==> src/rtl/fdiv_seq.sv <==
// fdiv_seq: multi-cycle IEEE-754 divider using restoring digit recurrence, BPC quotient bits per cycle.
// Build option: define FDIV_SEQ_ROUND_EN for round-to-nearest-even; otherwise the quotient is truncated.
module fdiv_seq #(
    parameter int unsigned EXP_W = 8,
    parameter int unsigned MAN_W = 23,
    parameter int unsigned BPC   = 1
) (
    input  logic                   clk,
    input  logic                   rstn,
    input  logic                   in_valid,
    output logic                   in_ready,
    input  logic [EXP_W+MAN_W:0]   x1,
    input  logic [EXP_W+MAN_W:0]   x2,
    output logic                   out_valid,
    input  logic                   out_ready,
    output logic [EXP_W+MAN_W:0]   y,
    output logic [2:0]             flags
);

    localparam int unsigned W    = 1 + EXP_W + MAN_W;
    localparam int unsigned Q    = MAN_W + 3;
    localparam int unsigned N    = (Q + BPC - 1) / BPC;
    localparam int unsigned QB   = N * BPC;
    localparam int unsigned CW   = $clog2(N);
    localparam int unsigned RW   = MAN_W + 2;
    localparam int unsigned EW   = EXP_W + 2;
    localparam int unsigned BIAS = (1 << (EXP_W - 1)) - 1;
    localparam int unsigned EMAX = (1 << EXP_W) - 1;
`ifdef FDIV_SEQ_ROUND_EN
    localparam bit RND_EN = 1'b1;
`else
    localparam bit RND_EN = 1'b0;
`endif
    localparam logic [W-1:0] QNAN = {1'b0, {EXP_W{1'b1}}, 1'b1, {(MAN_W-1){1'b0}}};

    typedef enum logic [1:0] {IDLE, DIV, NORM, DONE} state_t;

    state_t              state_q, state_d;
    logic [CW-1:0]       cnt_q, cnt_d;
    logic [RW-1:0]       rem_q, rem_d;
    logic [MAN_W:0]      dvs_q, dvs_d;
    logic [QB-1:0]       quo_q, quo_d;
    logic                sgn_q, sgn_d;
    logic [EW-1:0]       exp_q, exp_d;
    logic [W-1:0]        y_q, y_d;
    logic [2:0]          flags_q, flags_d;
    logic                in_ready_q, out_valid_q;

    // Operand field decode and classification
    logic                 s1, s2, sgn_in;
    logic [EXP_W-1:0]     e1, e2;
    logic [MAN_W-1:0]     m1, m2;
    logic                 z1, z2, inf1, inf2, nan1, nan2;

    assign s1     = x1[W-1];
    assign s2     = x2[W-1];
    assign e1     = x1[W-2:MAN_W];
    assign e2     = x2[W-2:MAN_W];
    assign m1     = x1[MAN_W-1:0];
    assign m2     = x2[MAN_W-1:0];
    assign sgn_in = s1 ^ s2;
    assign z1     = (e1 == '0);
    assign z2     = (e2 == '0);
    assign inf1   = (e1 == '1) && (m1 == '0);
    assign inf2   = (e2 == '1) && (m2 == '0);
    assign nan1   = (e1 == '1) && (m1 != '0);
    assign nan2   = (e2 == '1) && (m2 != '0);

    // Special-operand results, highest priority first
    logic              spec;
    logic [W-1:0]      spec_y;
    logic [2:0]        spec_f;

    always_comb begin
        spec   = 1'b1;
        spec_y = '0;
        spec_f = '0;
        if (nan1 || nan2 || (z1 && z2) || (inf1 && inf2)) begin
            spec_y = QNAN;
        end else if (z2 && !z1 && !inf1) begin
            spec_y = {sgn_in, {EXP_W{1'b1}}, {MAN_W{1'b0}}};
            spec_f = 3'b100;
        end else if (z1 || inf2) begin
            spec_y = {sgn_in, {(W-1){1'b0}}};
        end else if (inf1) begin
            spec_y = {sgn_in, {EXP_W{1'b1}}, {MAN_W{1'b0}}};
        end else begin
            spec = 1'b0;
        end
    end

    // One recurrence step of BPC bits; the first step runs on the accept edge
    logic [RW-1:0]  it_rem;
    logic [MAN_W:0] it_dvs;
    logic [QB-1:0]  it_quo;

    always_comb begin
        it_rem = (state_q == IDLE) ? RW'({1'b1, m1}) : rem_q;
        it_dvs = (state_q == IDLE) ? {1'b1, m2} : dvs_q;
        it_quo = (state_q == IDLE) ? '0 : quo_q;
        for (int unsigned i = 0; i < BPC; i++) begin
            if (it_rem >= RW'(it_dvs)) begin
                it_rem = it_rem - RW'(it_dvs);
                it_quo = {it_quo[QB-2:0], 1'b1};
            end else begin
                it_quo = {it_quo[QB-2:0], 1'b0};
            end
            it_rem = {it_rem[RW-2:0], 1'b0};
        end
    end

    // Normalise, round and range-check the finished quotient
    logic [QB-1:0]    qs;
    logic [QB:0]      qx;
    logic [Q-1:0]     qn;
    logic [QB-Q:0]    lows;
    logic [MAN_W-1:0] mant, mant_f;
    logic [MAN_W:0]   mant_r;
    logic             g, rb, st, inc, ovf, unf;
    logic [EW-1:0]    ex;
    logic [W-1:0]     norm_y;
    logic [2:0]       norm_f;
    logic             hid_unused;

    assign hid_unused = qn[Q-1];

    always_comb begin
        qs     = quo_q[QB-1] ? quo_q : {quo_q[QB-2:0], 1'b0};
        ex     = quo_q[QB-1] ? exp_q : exp_q - EW'(1);
        qx     = {qs, 1'b0};
        qn     = qs[QB-1 -: Q];
        lows   = qx[QB-Q:0];
        mant   = qn[Q-2:2];
        g      = qn[1];
        rb     = qn[0];
        st     = (rem_q != '0) || (lows != '0);
        inc    = RND_EN && g && (rb || st || mant[0]);
        mant_r = {1'b0, mant} + (MAN_W+1)'(inc);
        mant_f = mant_r[MAN_W-1:0];
        if (mant_r[MAN_W]) begin
            mant_f = '0;
            ex     = ex + EW'(1);
        end
        ovf    = !ex[EW-1] && (ex[EW-2:0] >= (EW-1)'(EMAX));
        unf    = ex[EW-1] || (ex == '0);
        norm_f = 3'b000;
        norm_y = {sgn_q, ex[EXP_W-1:0], mant_f};
        if (ovf) begin
            norm_y = {sgn_q, {EXP_W{1'b1}}, {MAN_W{1'b0}}};
            norm_f = 3'b010;
        end else if (unf) begin
            norm_y = {sgn_q, {(W-1){1'b0}}};
            norm_f = 3'b001;
        end
    end

    // Next-state and datapath update
    always_comb begin
        state_d = state_q;
        cnt_d   = cnt_q;
        rem_d   = rem_q;
        dvs_d   = dvs_q;
        quo_d   = quo_q;
        sgn_d   = sgn_q;
        exp_d   = exp_q;
        y_d     = y_q;
        flags_d = flags_q;
        case (state_q)
            IDLE: begin
                if (in_valid) begin
                    sgn_d = sgn_in;
                    if (spec) begin
                        y_d     = spec_y;
                        flags_d = spec_f;
                        state_d = DONE;
                    end else begin
                        rem_d   = it_rem;
                        quo_d   = it_quo;
                        dvs_d   = {1'b1, m2};
                        exp_d   = EW'(e1) - EW'(e2) + EW'(BIAS);
                        cnt_d   = CW'(1);
                        state_d = DIV;
                    end
                end
            end
            DIV: begin
                rem_d = it_rem;
                quo_d = it_quo;
                if (cnt_q == CW'(N - 1)) begin
                    cnt_d   = '0;
                    state_d = NORM;
                end else begin
                    cnt_d = cnt_q + CW'(1);
                end
            end
            NORM: begin
                y_d     = norm_y;
                flags_d = norm_f;
                state_d = DONE;
            end
            DONE: begin
                if (out_ready) state_d = IDLE;
            end
            default: state_d = IDLE;
        endcase
    end

    always_ff @(posedge clk) begin
        if (!rstn) begin
            state_q     <= IDLE;
            cnt_q       <= '0;
            rem_q       <= '0;
            dvs_q       <= '0;
            quo_q       <= '0;
            sgn_q       <= 1'b0;
            exp_q       <= '0;
            y_q         <= '0;
            flags_q     <= '0;
            in_ready_q  <= 1'b1;
            out_valid_q <= 1'b0;
        end else begin
            state_q     <= state_d;
            cnt_q       <= cnt_d;
            rem_q       <= rem_d;
            dvs_q       <= dvs_d;
            quo_q       <= quo_d;
            sgn_q       <= sgn_d;
            exp_q       <= exp_d;
            y_q         <= y_d;
            flags_q     <= flags_d;
            in_ready_q  <= (state_d == IDLE);
            out_valid_q <= (state_d == DONE);
        end
    end

    assign in_ready  = in_ready_q;
    assign out_valid = out_valid_q;
    assign y         = y_q;
    assign flags     = flags_q;

endmodule

==> config.mk <==
export PLATFORM = sky130hd
export DESIGN_NAME = fdiv_seq
export DESIGN_NICKNAME = d
export VERILOG_FILES = /design/src/rtl/fdiv_seq.sv
export SDC_FILE = /design/constraint.sdc
export NUM_CORES = 1
export LEC_CHECK = 0
export ABC_AREA = 1
export CAP_MARGIN = 20
export CORE_ASPECT_RATIO = 0.75
export CORE_UTILIZATION = 57
export DETAILED_ROUTE_END_ITERATION = 6
export GPL_TIMING_DRIVEN = 0
export PLACE_DENSITY = 0.85
export REMOVE_ABC_BUFFERS = 1
export SLEW_MARGIN = 20
export SYNTH_ARGS = -nofsm -noshare
export SYNTH_HDL_FRONTEND = slang
export SYNTH_SLANG_ARGS = --single-unit
==> constraint.sdc <==
create_clock -name clk -period 3.4 [get_ports clk]
set_input_delay 0.51 -clock clk [delete_from_list [all_inputs] [get_ports clk]]
set_output_delay 0.51 -clock clk [all_outputs]
set_load 0.01 [all_outputs]
Word-level counts from Yosys, hierarchy flattened. Cells that the tools add are included.

Flip-flop bits (word level): 130. Bits of input ports: 68. Word-level logic and storage cells: 104. Output and inout bits: 37.

Add/subtract/negate cells: 5. Reductions and logical operators: 32. Bitwise gates (word level): 2. Equal/unequal tests: 10. $lt $le $gt $ge: 2. Multiplexer cells: 42.

Operator list (count): two-way mux 32 bit (6); two-way mux 25 bit (5); case mux 32 bit (2 select lines) (1); two-way mux 31 bit (2); two-way mux 26 bit (2); case mux 26 bit (2 select lines) (1); case mux 25 bit (2 select lines) (1); two-way mux 24 bit (2); logical NOT 23 bit (2); nonzero test 23 bit (2); greater-or-equal comparator 25 x 24 -> 1 bit (1); subtractor 24 bit (1); == test 8 bit (second input constant) (2); logical NOT 8 bit (2); two-way mux 5 bit (3); two-way mux 3 bit (4); adder 9 x 8 -> 10 bit (second input constant) (1); logical NOT 10 bit (1); two-way mux 10 bit (1); two-way mux 2 bit (5); case mux 5 bit (2 select lines) (1); subtractor 10 x 1 -> 10 bit (second input constant) (1); greater-or-equal comparator 9 x 8 -> 1 bit (second input constant) (1); logical AND 1 bit (9); other kinds (17) (36).

Logic depth before layout (Yosys ltp).
Depth after elaboration: 10. Mapped depth: 20. Gate-level depth less buffers: 19.

Worst setup path after synthesis. No wires, ideal clock.

Kind: register -> register. Start: reg state_q[0]. End: reg rem_q[18]. Library setup time: 0.071 ns. Data required time: 3.329 ns. Arrival: 2.932 ns. Path slack: 0.397 ns. Cell stages (with the launch flop): 18. Buffers on the path: 3. Path through: dfxtp_1 -> nor2_1 -> buf_1 -> buf_1 -> mux2i_1 -> ha_1 -> nand2_1 -> inv_1 -> nand2_1 -> nand2_1 -> nand2_1 -> nand3_1 -> nand2_2 -> nand4_4 -> buf_4 -> o21ai_0 -> nand2_1 -> a21oi_1.

Longest elaborated chain between the ends: 7. Elaborated cells on any way between the ends: 14.

Ends and longest elaborated chain: start, declared (line 38) `state_t state_q, state_d;`; start signal, assigned (line 222) `state_q <= state_d;`; logical NOT 2 bit (line 98, 99, 168); two-way mux 25 bit / two-way mux 24 bit (equally long branches) (line 98, 99); subtractor 24 bit / greater-or-equal comparator 25 x 24 -> 1 bit (equally long branches) (line 103, 102); two-way mux 24 bit (line 102) `if (it_rem >= RW'(it_dvs)) begin`; two-way mux 25 bit (line 172) `if (spec) begin`; two-way mux 25 bit (line 170) `if (in_valid) begin`; case mux 25 bit (2 select lines) (line 168) `case (state_q)`; end signal, assigned (line 224) `rem_q <= rem_d;`; end, declared (line 40) `logic [RW-1:0] rem_q, rem_d;`.

Parallel ways exist; a longest one is shown, timed or not. The select of a mux whose other input is x is not followed. A chain may end at the register's enable or synchronous reset.

Worst setup path after layout.
Start: reg state_q[1]. End: reg rem_q[22].

Same word-level chain as after synthesis.

==> summary.md <==
| Metric | Value |
|---|---|
| Initial standard-cell utilization of the core | `slightly below 60%` |
| Via/cell ratio | `roughly 5.7` |
| Launch point of the worst reg-to-reg path | `state_q[1]$_SDFF_PN0_` |
| Routability congestion estimate | `roughly 0.96` |
| Sequential element share of the synthesized area | `a little under 30%` |
| Count of routing violations after the opening detailed-route iteration | `1088` |
| Routed wire length per instance | `between 15 and 20 µm` |
| Number of fillers in the final layout | `roughly 1300` |
| Met2 track utilization from global routing | `50.2%` |
| Slack of the worst reg-to-reg path | `between 0.15 and 0.2 ns` |
| Period utilisation layout | `between 90% and 100%` |
| Wire length of the first global-routing pass | `~42000 µm` |
| Launching element of the worst setup path | `state_q[1]$_SDFF_PN0_` |
| Count of pins over their slew limit | `0` |
| Antenna Nets Post-Route | `0` |
| Status | `finished clean` |
| # port buffers | `roughly 100` |
| Clock transition at path regs | `0.07 ns` |
| Dpl cell area | `roughly 0.01 mm²` |
| Maximum number of pins on one net before global-route repair | `56` |
| Largest cells by area after synthesis | `sky130_fd_sc_hd__dfxtp_1 29%, sky130_fd_sc_hd__nand2_1 21%, sky130_fd_sc_hd__a21oi_1 8.3%` |
| Type of element launching the critical path | `flop` |
| Data required time at the worst endpoint | `between 3 and 4 ns` |
| Fmax achieved | `~310 MHz` |
| Static Leakage | `just under 5 nW` |
| Core region area | `0.0147 mm²` |
| Hold violation total from the final report | `0` |
| Horizontal die dimension | `between 100 and 150 µm` |
| Max IR drop VDD | `0.381 mV` |
| Root Driver | `sky130_fd_sc_hd__clkbuf_16` |
| Non-Filler Cell Area, Final | `about 0.011 mm²` |
| Endpoint of the most critical register-to-register path | `rem_q[22]$_SDFFE_PN0P_` |
| Nature of the critical path endpoint | `flop` |
| Number of instances in the synthesized netlist | `roughly 1400` |
| Non-filler cells in the finished layout | `about 1700` |
| Standard-cell row count | `38` |
| H-tree depth | `4` |
| Slew at the pin closest to its max-slew limit | `roughly 1.1 ns` |
| Met3 Resource Use GR | `about 8.5%` |
| Mean cell area of the mapped netlist | `6.20 µm²` |
| Fraction of layout instances using a drive strength above 1 | `under 10%` |
| Yosys top cell area share | `between 20 and 30%` |
| Yosys warning count | `0` |
| Highest fanout seen on the critical path | `28` |
| Layout Area Growth over Synthesis | `20.3%` |
| Count of unique library cells instantiated by Yosys | `39` |
| Power per unit of standard cell area | `496 mW/mm²` |
| Kind of path behind the tightest hold check | `flop to flop` |
| CTS tree | `done` |
| Hold wc startpoint | `y[0]$_SDFFE_PN0P_` |
| Antenna violations before repair | `0` |
| Worst rel slew slack | `a little over a quarter` |
| Via count | `just under 10000` |
| Category of the critical setup timing path | `flop to flop` |
| Capture point of the critical path | `rem_q[22]$_SDFFE_PN0P_` |
| Most crowded layer after global routing | `met2` |
| Count of placed standard cells including taps | `~1700` |
| Setup violation total in the final timing report | `0` |
| Max-cap viol count | `0` |
| Total congestion overflow after global routing | `0` |
| Area enclosed by the die boundary | `roughly 0.016 mm²` |
| Ant diodes | `0` |
| Cell type with the largest total area after synthesis | `sky130_fd_sc_hd__dfxtp_1` |
| Chip Height | `roughly 110 µm` |
| First-pass detailed-route iteration total | `6` |
| Summed instance area of the synthesized netlist | `0.00878 mm²` |
| TritonCTS Buffers | `17` |
| Total clock sinks | `129` |
| Count of nets after finishing | `1595` |
| Hpwl dp | `roughly 17000 µm` |
| Worst r2r path cells | `17` |
| Met1 routing resource usage after global routing | `around 45%` |
| Multi-input logic area | `0.00551 mm²` |
| Routed wire length | `26200 µm` |
| CTS Hold Bufs | `0` |
| Setup TNS Final | `0 ns` |
| Number of flip-flops and latches in the synthesized netlist | `129` |
| Total global routing track utilization | `32.7%` |
| Vias in the first global route | `between 8000 and 9000` |
| Final critical delay including setup and external delays | `about 3.2 ns` |
| Signal arrival time at the worst endpoint | `between 3 and 4 ns` |
| Clock latency on the worst-skew pair | `0.43 ns` |
| Worst clock skew | `0.00820 ns` |
| Number of primary I/O pins | `roughly 110` |
| Seq. cell area | `between 0.002 and 0.003 mm²` |
| Clk buf depth | `2` |
| Drt drc | `0` |
-- kinds of logic (layout without fill, tap and decap cells) --
group / Yosys count / count (layout) / share of synthesized area (%)
AO/OA/AOI/OAI: 220 / 220 / 12.8
XOR/XNOR: 20 / 20 / 2.00
adder cells (fa/ha/maj): 38 / 38 / 5.59
buffers and inverters: 182 / 265 / 8.93
flip-flops: 129 / 129 / 29.4
multiplexers: 11 / 11 / 1.25
AND/OR/NAND/NOR: 816 / 819 / 40.0
-- report_power, final --
part	switching (mW)	internal (mW)	total, mW
Clock	0.830	1.04	1.87
Combinational	1.08	0.602	1.68
Sequential	0.0650	1.62	1.68
-- cell usage in the layout, fill, tap and decap left out, types with 3 or more instances in the layout --
cell	count
sky130_fd_sc_hd__ha_1	36
sky130_fd_sc_hd__nor2_2	4
sky130_fd_sc_hd__nor2_4	6
sky130_fd_sc_hd__nand2_1	498
sky130_fd_sc_hd__nand4_4	3
sky130_fd_sc_hd__buf_4	3
sky130_fd_sc_hd__o21ai_0	57
sky130_fd_sc_hd__mux2i_1	11
sky130_fd_sc_hd__inv_1	113
sky130_fd_sc_hd__nand2_2	5
sky130_fd_sc_hd__inv_2	3
sky130_fd_sc_hd__inv_8	4
sky130_fd_sc_hd__inv_6	7
sky130_fd_sc_hd__nand3_1	120
sky130_fd_sc_hd__clkinvlp_4	3
sky130_fd_sc_hd__nor2_1	104
sky130_fd_sc_hd__nand3_2	4
sky130_fd_sc_hd__dfxtp_2	3
sky130_fd_sc_hd__nand2_4	4
sky130_fd_sc_hd__o21ai_1	9
sky130_fd_sc_hd__nor3_1	7
sky130_fd_sc_hd__xnor2_1	3
sky130_fd_sc_hd__clkdlybuf4s50_1	103
sky130_fd_sc_hd__a21oi_1	146
sky130_fd_sc_hd__or2_2	6
sky130_fd_sc_hd__buf_12	3
sky130_fd_sc_hd__nand4_1	49
sky130_fd_sc_hd__clkbuf_16	17
sky130_fd_sc_hd__xor2_1	17
sky130_fd_sc_hd__dfxtp_1	126
sky130_fd_sc_hd__inv_4	3
-- critical path: stages (launching register included) --
cell and delay, ns:
sky130_fd_sc_hd__dfxtp_2 0.39, sky130_fd_sc_hd__inv_2 0.21, sky130_fd_sc_hd__nand2_8 0.18, sky130_fd_sc_hd__nand2_1 0.10, sky130_fd_sc_hd__and2_1 0.14, sky130_fd_sc_hd__inv_1 0.05
sky130_fd_sc_hd__ha_1 0.37, sky130_fd_sc_hd__nand2_1 0.14, sky130_fd_sc_hd__nor2_1 0.17, sky130_fd_sc_hd__inv_1 0.11, sky130_fd_sc_hd__nor3_2 0.25, sky130_fd_sc_hd__nand2_4 0.26
sky130_fd_sc_hd__nand4_4 0.20, sky130_fd_sc_hd__buf_12 0.16, sky130_fd_sc_hd__nand3_1 0.13, sky130_fd_sc_hd__nand2_1 0.09, sky130_fd_sc_hd__nand2_1 0.05, sky130_fd_sc_hd__a21oi_1 0.15
-- routing by layer --
| layer | up-vias | wire length, µm |
|---|---|---|
| met5 | - | 0 |
| met4 | 0 | 521 |
| met3 | 42 | 2920 |
| met2 | 505 | 10800 |
| met1 | 4381 | 11900 |
| li1 | 4784 | - |
-- worst min-delay path by stage --
| stage | end | slack, ns | depth (start not counted) |
|---|---|---|---|
| 3_3_place_gp | y[17]$_SDFFE_PN0P_ | 0.45 | 2 |
| 2_1_floorplan | dvs_q[23]$_SDFFE_PN0P_ | 0.44 | 1 |
| 5_1_grt | dvs_q[21]$_SDFFE_PN0P_ | 0.48 | 2 |
| 4_1_cts | y[0]$_SDFFE_PN0P_ | 0.46 | 2 |
| 6_report | y[0]$_SDFFE_PN0P_ | 0.46 | 2 |
| 3_5_place_dp | y[0]$_SDFFE_PN0P_ | 0.45 | 2 |
-- synthesized netlist by cell type (all sizes together) --
cell type and n:
nand2 509, a21oi 147, dfxtp 129, nand3 124, inv 121, nor2 113
o21ai 66, nand4 51, ha 36, buf 31, clkbuf 27, xor2 17
mux2i 11, nor3 8, or2 6, dlygate4sd3 3, xnor2 3, and2 2
fa 2, nand3b 2, o21a 2, o21bai 2, a211oi 1, a21o 1
and3 1, o2111ai 1
-- cell type report --
class	count	area share [%]
repair buffers	111	10.9
multi-input cells	1108	52.2
flip-flops and latches	129	24.5
clock buffers	17	4.03
inverters	121	4.46
well taps	200	2.37
clock inverters	15	1.55
repair inverters	1	0.0474
-- through the flow --
step / utilization (%) / total power [mW] / hold slack, ns / setup WS (ns)
after floorplan: - / 2.83 / 0.441 / -1.06
after global placement: 66.1 / 3.23 / 0.448 / -3.27
after detailed placement: 66.6 / 3.27 / 0.452 / -0.825
after CTS: 71.0 / 5.16 / 0.461 / 0.0161
after global routing: 71.6 / 5.51 / 0.477 / -0.0189
final: 71.6 / 5.24 / 0.460 / 0.169
-- registers in the layout (all words and copies together), names as in the netlist --
register / cells
exp_q: 10
sgn_q: 1
cnt_q: 5
dvs_q: 24
out_valid: 1
quo_q: 26
y: 32
flags: 3
rem_q: 24
in_ready: 1
state_q: 2
-- timing repair --
action | 4_1_cts | 5_1_grt
endpoints found under the hold margin | 0 | 0
buffers inserted | 1 | 3
setup endpoints to repair | 48 | 57
pin swaps | 2 | 2
gates cloned | 2 | 2
gates resized for setup | 9 | 10
Note: power is estimated with default switching activity, not from simulation.
==> patch 1 (config.mk and constraints unchanged) <==
Put one more register stage on the output `flags`. The value now appears one clock later. The other outputs are not delayed to match.
--- a/src/rtl/fdiv_seq.sv
+++ b/src/rtl/fdiv_seq.sv
@@ -237,5 +237,7 @@
     assign out_valid = out_valid_q;
     assign y         = y_q;
-    assign flags     = flags_q;
+    always_ff @(posedge clk) begin
+        flags <= flags_q;
+    end
 
 endmodule
Formal check against the unedited RTL: not equivalent (a bounded check fails within 4 cycles, from zero or initial values and one cycle with rstn low).
==> patch 1 against the unedited design <==
  * Synthesized area grew 1.0%
  * Worst setup slack lost 64 ps
  * Power grew 2.1%
  * Wire length grew 2.2%
  * Sequential cell count grew 3
  * Global-route usage grew 0.89 points
  * Highest routed layer unchanged
  * Design area grew 1.5%
==> patch 1: results (changes against the unedited design) <==
stage;metric;value;unit;change
grt;largest net degree at the start of global routing;71;;+27%
layout;diode count;0;;unchanged
power_and_ir_drop;Leak;4.613;nW;-4.4%
detailed_routing;M1 WL;12070;um;+1.2%
detailed_routing;initial drt markers;1238;;+14%
power_and_ir_drop;VDD IR max;381.9;uV;+0.21%
worst_setup_path;critical path's slowest cell;dfxtp_4;;
detailed_routing;Via Count;9889;;+1.8%
worst_setup_path;Critical Path Max Stage Delay;410;ps;+20 ps
grt;met3 Usage GRT;0.07202;;-0.01305
clock_network;H-tree depth;4;;unchanged
detailed_routing;DR DRC count;0;;unchanged
grt;GRT met1 Usage;0.4754;;+0.02293
grt;number of global-route vias before repair;8814;;+2.0%
worst_hold_path;HP Start;flags_q[2];;
logic_synthesis;Primary FF master, synth;dfxtp_1;;
status;status;finished clean;;
detailed_routing;routed length on met2;11090;um;+2.6%
logic_synthesis;Syn. warnings;0;;unchanged
logic_synthesis;synth top area cells;dfxtp_1 30%, nand2_1 17%, a21oi_1 8.4%;;
logic_synthesis;cells after synthesis;1425;;+0.64%
detailed_routing;final WL;26750;um;+2.2%
layout;layout cells sized above 1;0.06403;;+0.004772
detailed_routing;vias per cell;5.749;;+0.76%
worst_setup_path;worst-path fanout max;44;;+57%
timing;Worst Skew;9.828;ps;+1.628 ps
layout;net count reported at finish;1608;;+0.82%
clock_network;CTS Buffer Depth;2;;unchanged
worst_setup_path;Arrival @ worst endpoint;3620;ps;+40 ps
grt;All-Layer GR Usage;0.3363;;+0.008932
logic_synthesis;Synth top cells by count;400 x nand2_1, 149 x a21oi_1, 136 x inv_1;;
power_and_ir_drop;sw power;2.083;mW;+5.3%
grt;first-pass GRT wire length;43030;um;+3.2%
place;GPL Wtd Cong;0.9337;;-3.2%
layout;Layout fillers;1325;;+1.1%
logic_synthesis;register area share after synthesis;0.2981;;+0.003826
place;HPWL Detailed;17370;um;-0.28%
place;Cell Area, Placed;9902;um2;+0.91%
place;placed insts;1673;;+0.66%
grt;met2 Resource Use GR;0.5044;;+0.002726
place;port bufs;104;;unchanged
place;pre-CTS setup slack;-1414;ps;-589.5 ps
detailed_routing;met3 wire len;3077;um;+5.5%
logic_synthesis;Cell variety after synth;44;;+13%
layout;max FFs per register;32;;unchanged
timing;slew at the pin with the worst max-slew slack;1074;ps;-20.70 ps
==> patch 1: worst paths after layout <==
check	endpoint	slack (ps)	cells past startpoint
max	rem_q[3]	110	15
min	flags[2]	350	0
max reg2reg	rem_q[3]	110	15
min reg2reg	flags[2]	350	0
==> patch 1: repair_timing <==
action / in CTS / in global routing
gates resized for setup: 15 / 16
hold buffers: 0 / 0
cloned: 4 / 1
setup endpoints to repair: 59 / 25
pin swaps: 4 / 1
hold endpoints to repair: 0 / 0
setup buffers: 5 / 5
==> patch 1: kinds of logic after synthesis <==
| kind of cell | synth area share |
|---|---|
| AOI/OAI and AO/OA | 0.1599 |
| buffers and inverters | 0.09555 |
| DFF | 0.2981 |
| muxes | 0.001129 |
| adders and majority gates | 0.05533 |
| and+or+nand+nor | 0.3653 |
| xor gates and xnor gates | 0.02470 |
==> patch 1: layout make-up <==
cell class                      count  area, um2  share of cell area
Inverter                          145      559.3             0.05223
Multi-Input combinational cell   1090       5514              0.5149
Clock buffer                       18      439.2             0.04101
Sequential cell                   132       2651              0.2476
Tap cell                          205      256.5             0.02395
Timing Repair Buffer              116       1155              0.1078
Clock inverter                     14      133.9             0.01250
==> patch 1: power by group through the flow <==
| stage | Sequential (mW) | Clock [mW] | Combinational (mW) |
|---|---|---|---|
| 3_3_place_gp | 1.73 | 0 | 1.62 |
| 3_5_place_dp | 1.73 | 0 | 1.65 |
| 4_1_cts | 1.70 | 1.81 | 1.74 |
| 6_report | 1.70 | 1.82 | 1.83 |
| 2_1_floorplan | 1.72 | 0 | 1.21 |
| 5_1_grt | 1.71 | 1.88 | 2.02 |
==> patch 2 (config.mk and constraints unchanged) <==
Made on the original files. `RND_EN`: 1'b0 -> 1'b1.
--- a/src/rtl/fdiv_seq.sv
+++ b/src/rtl/fdiv_seq.sv
@@ -30,5 +30,5 @@
     localparam bit RND_EN = 1'b1;
 `else
-    localparam bit RND_EN = 1'b0;
+    localparam bit RND_EN = 1'b1;
 `endif
     localparam logic [W-1:0] QNAN = {1'b0, {EXP_W{1'b1}}, 1'b1, {(MAN_W-1){1'b0}}};
Function: no difference found for any inputs over 4 cycles, from zero or initial values and one cycle with rstn low; that may be too few to reach the edited logic, so the function may still have changed.
==> patch 2 against the unedited design <==
  * The run now ends with DRC left
  * Global-route usage increased by 0.85 points
  * Design area increased by 12%
  * Wire length increased by 11%
  * Largest power group is now combinational cells
  * Worst setup slack got worse by 100 ps
  * Register-to-register slack got worse by 40 ps
  * Synthesized area increased by 8.7%
  * First-iteration DRC count increased by 19%
  * Power increased by 9.1%
  * Sequential cell count unchanged
==> patch 2: results (changes against the unedited design) <==
stage;metric;value;unit;change
detailed_routing;WL/cell;15.39;um;+0.11%
layout;fraction of area in multi-input gates;0.5172;;-0.004569
place;HPWL Detailed;19340;um;+11%
detailed_routing;Via Count;10710;;+10%
status;status;complete, but fails checks;;
timing;Final period util;0.9810;;+0.03087
layout;comb_multi_in;1174;;+6.0%
layout;Final Non-Filler Cells;1880;;+10%
grt;number of global-route vias before repair;9281;;+7.4%
worst_setup_path;critical path's slowest cell;nor3_1;;
logic_synthesis;mapped cell area;9537;um2;+8.7%
layout;net count reported at finish;1766;;+11%
layout;Layout fillers;1334;;+1.8%
layout;layout clock buffer count;20;;+3
layout;layout cells sized above 1;0.08503;;+0.02578
worst_setup_path;Arrival @ worst endpoint;3640;ps;+60 ps
worst_setup_path;worst-path fanout max;42;;+50%
power_and_ir_drop;Leak;5.172;nW;+7.2%
place;GPL Wtd Cong;0.9654;;about the same
detailed_routing;M1 WL;13020;um;+9.2%
detailed_routing;met3 wire len;3418;um;+17%
place;pre-CTS setup slack;-1264;ps;-439.8 ps
grt;largest net degree at the start of global routing;72;;+29%
layout;Clock-cell share;0.05094;;-0.004893
power_and_ir_drop;VDD IR max;303.2;uV;-20%
layout;Final non-clock buffer share;0.1250;;+0.01643
grt;first-pass GRT wire length;45500;um;+9.1%
detailed_routing;initial drt markers;1297;;+19%
grt;All-Layer GR Usage;0.3358;;+0.008464
power_and_ir_drop;sw frac;0.3677;;-0.009583
logic_synthesis;register area share after synthesis;0.2708;;-0.02347
logic_synthesis;Cell variety after synth;50;;+28%
timing;slew at the pin with the worst max-slew slack;1083;ps;-11.85 ps
detailed_routing;DR DRC count;5;;+5
layout;nonclk inv count;193;;+58%
place;Cell Area, Placed;10710;um2;+9.1%
logic_synthesis;post-synthesis average cell area;6.145;um2;-0.85%
layout;sequential cell area share;0.2200;;-0.02503
logic_synthesis;Synth top cells by count;476 x nand2_1, 181 x inv_1, 159 x a21oi_1;;
detailed_routing;TritonRoute pass-1 iters;7;;+1
worst_setup_path;R2R setup slack;130;ps;-40 ps
status;failing checks;DRC;;
timing;final hold slack;459.1;ps;-0.5930 ps
logic_synthesis;synth top area cells;dfxtp_1 27%, nand2_1 19%, a21oi_1 8.3%;;
detailed_routing;routed length on met2;11930;um;+10%
-- patch 2: cell types whose count changed after synthesis, moves of 12 or more --
cell / change
a21oi_1: +13
nand3_1: -60
inv_1: +66
xnor2_1: +12
o21ai_0: +46
xor2_1: +17
nor4_1: +13
nand2_1: -23
-- patch 2: worst paths after layout --
kind,startpoint,to,cells after the start
setup reg to reg,state_q[0],rem_q[22],21
setup / recovery,x1[8],rem_q[10],13
hold / removal,dvs_q[15],dvs_q[15],2
hold reg to reg,dvs_q[15],dvs_q[15],2
-- patch 2: cells by family (layout without fill, tap and decap cells) --
group,count (synthesis),after routing,synth area share
and+or+nand+nor,757,760,0.3377
AOI/OAI and AO/OA,324,325,0.1842
buffers and inverters,253,367,0.1082
DFF,129,129,0.2708
xor gates and xnor gates,49,49,0.04500
adders and majority gates,40,40,0.05405
-- patch 2: per-layer routing --
| metal | vias to the layer above | GRT usage |
|---|---|---|
| met3 | 59 | 0.1196 |
| met2 | 521 | 0.4855 |
| met5 | - | 0 |
| li1 | 5277 | - |
| met4 | 0 | 0.09333 |
| met1 | 4854 | 0.4663 |
-- patch 2: power groups by stage --
| stage | Clock [mW] | Combinational [mW] | Sequential [mW] |
|---|---|---|---|
| 3_5_place_dp | 0 | 1.74 | 1.72 |
| 6_report | 1.91 | 2.10 | 1.70 |
| 4_1_cts | 1.92 | 1.88 | 1.69 |
| 2_1_floorplan | 0 | 1.27 | 1.70 |
| 5_1_grt | 1.99 | 2.30 | 1.71 |
| 3_3_place_gp | 0 | 1.67 | 1.72 |
-- patch 2: what timing repair did --
item	in CTS	in global routing
setup endpoints to repair	116	108
buffers inserted	15	18
gates cloned	5	1
hold buffers	0	0
hold endpoints to repair	0	0
pin swaps	5	13
resized for setup	27	25
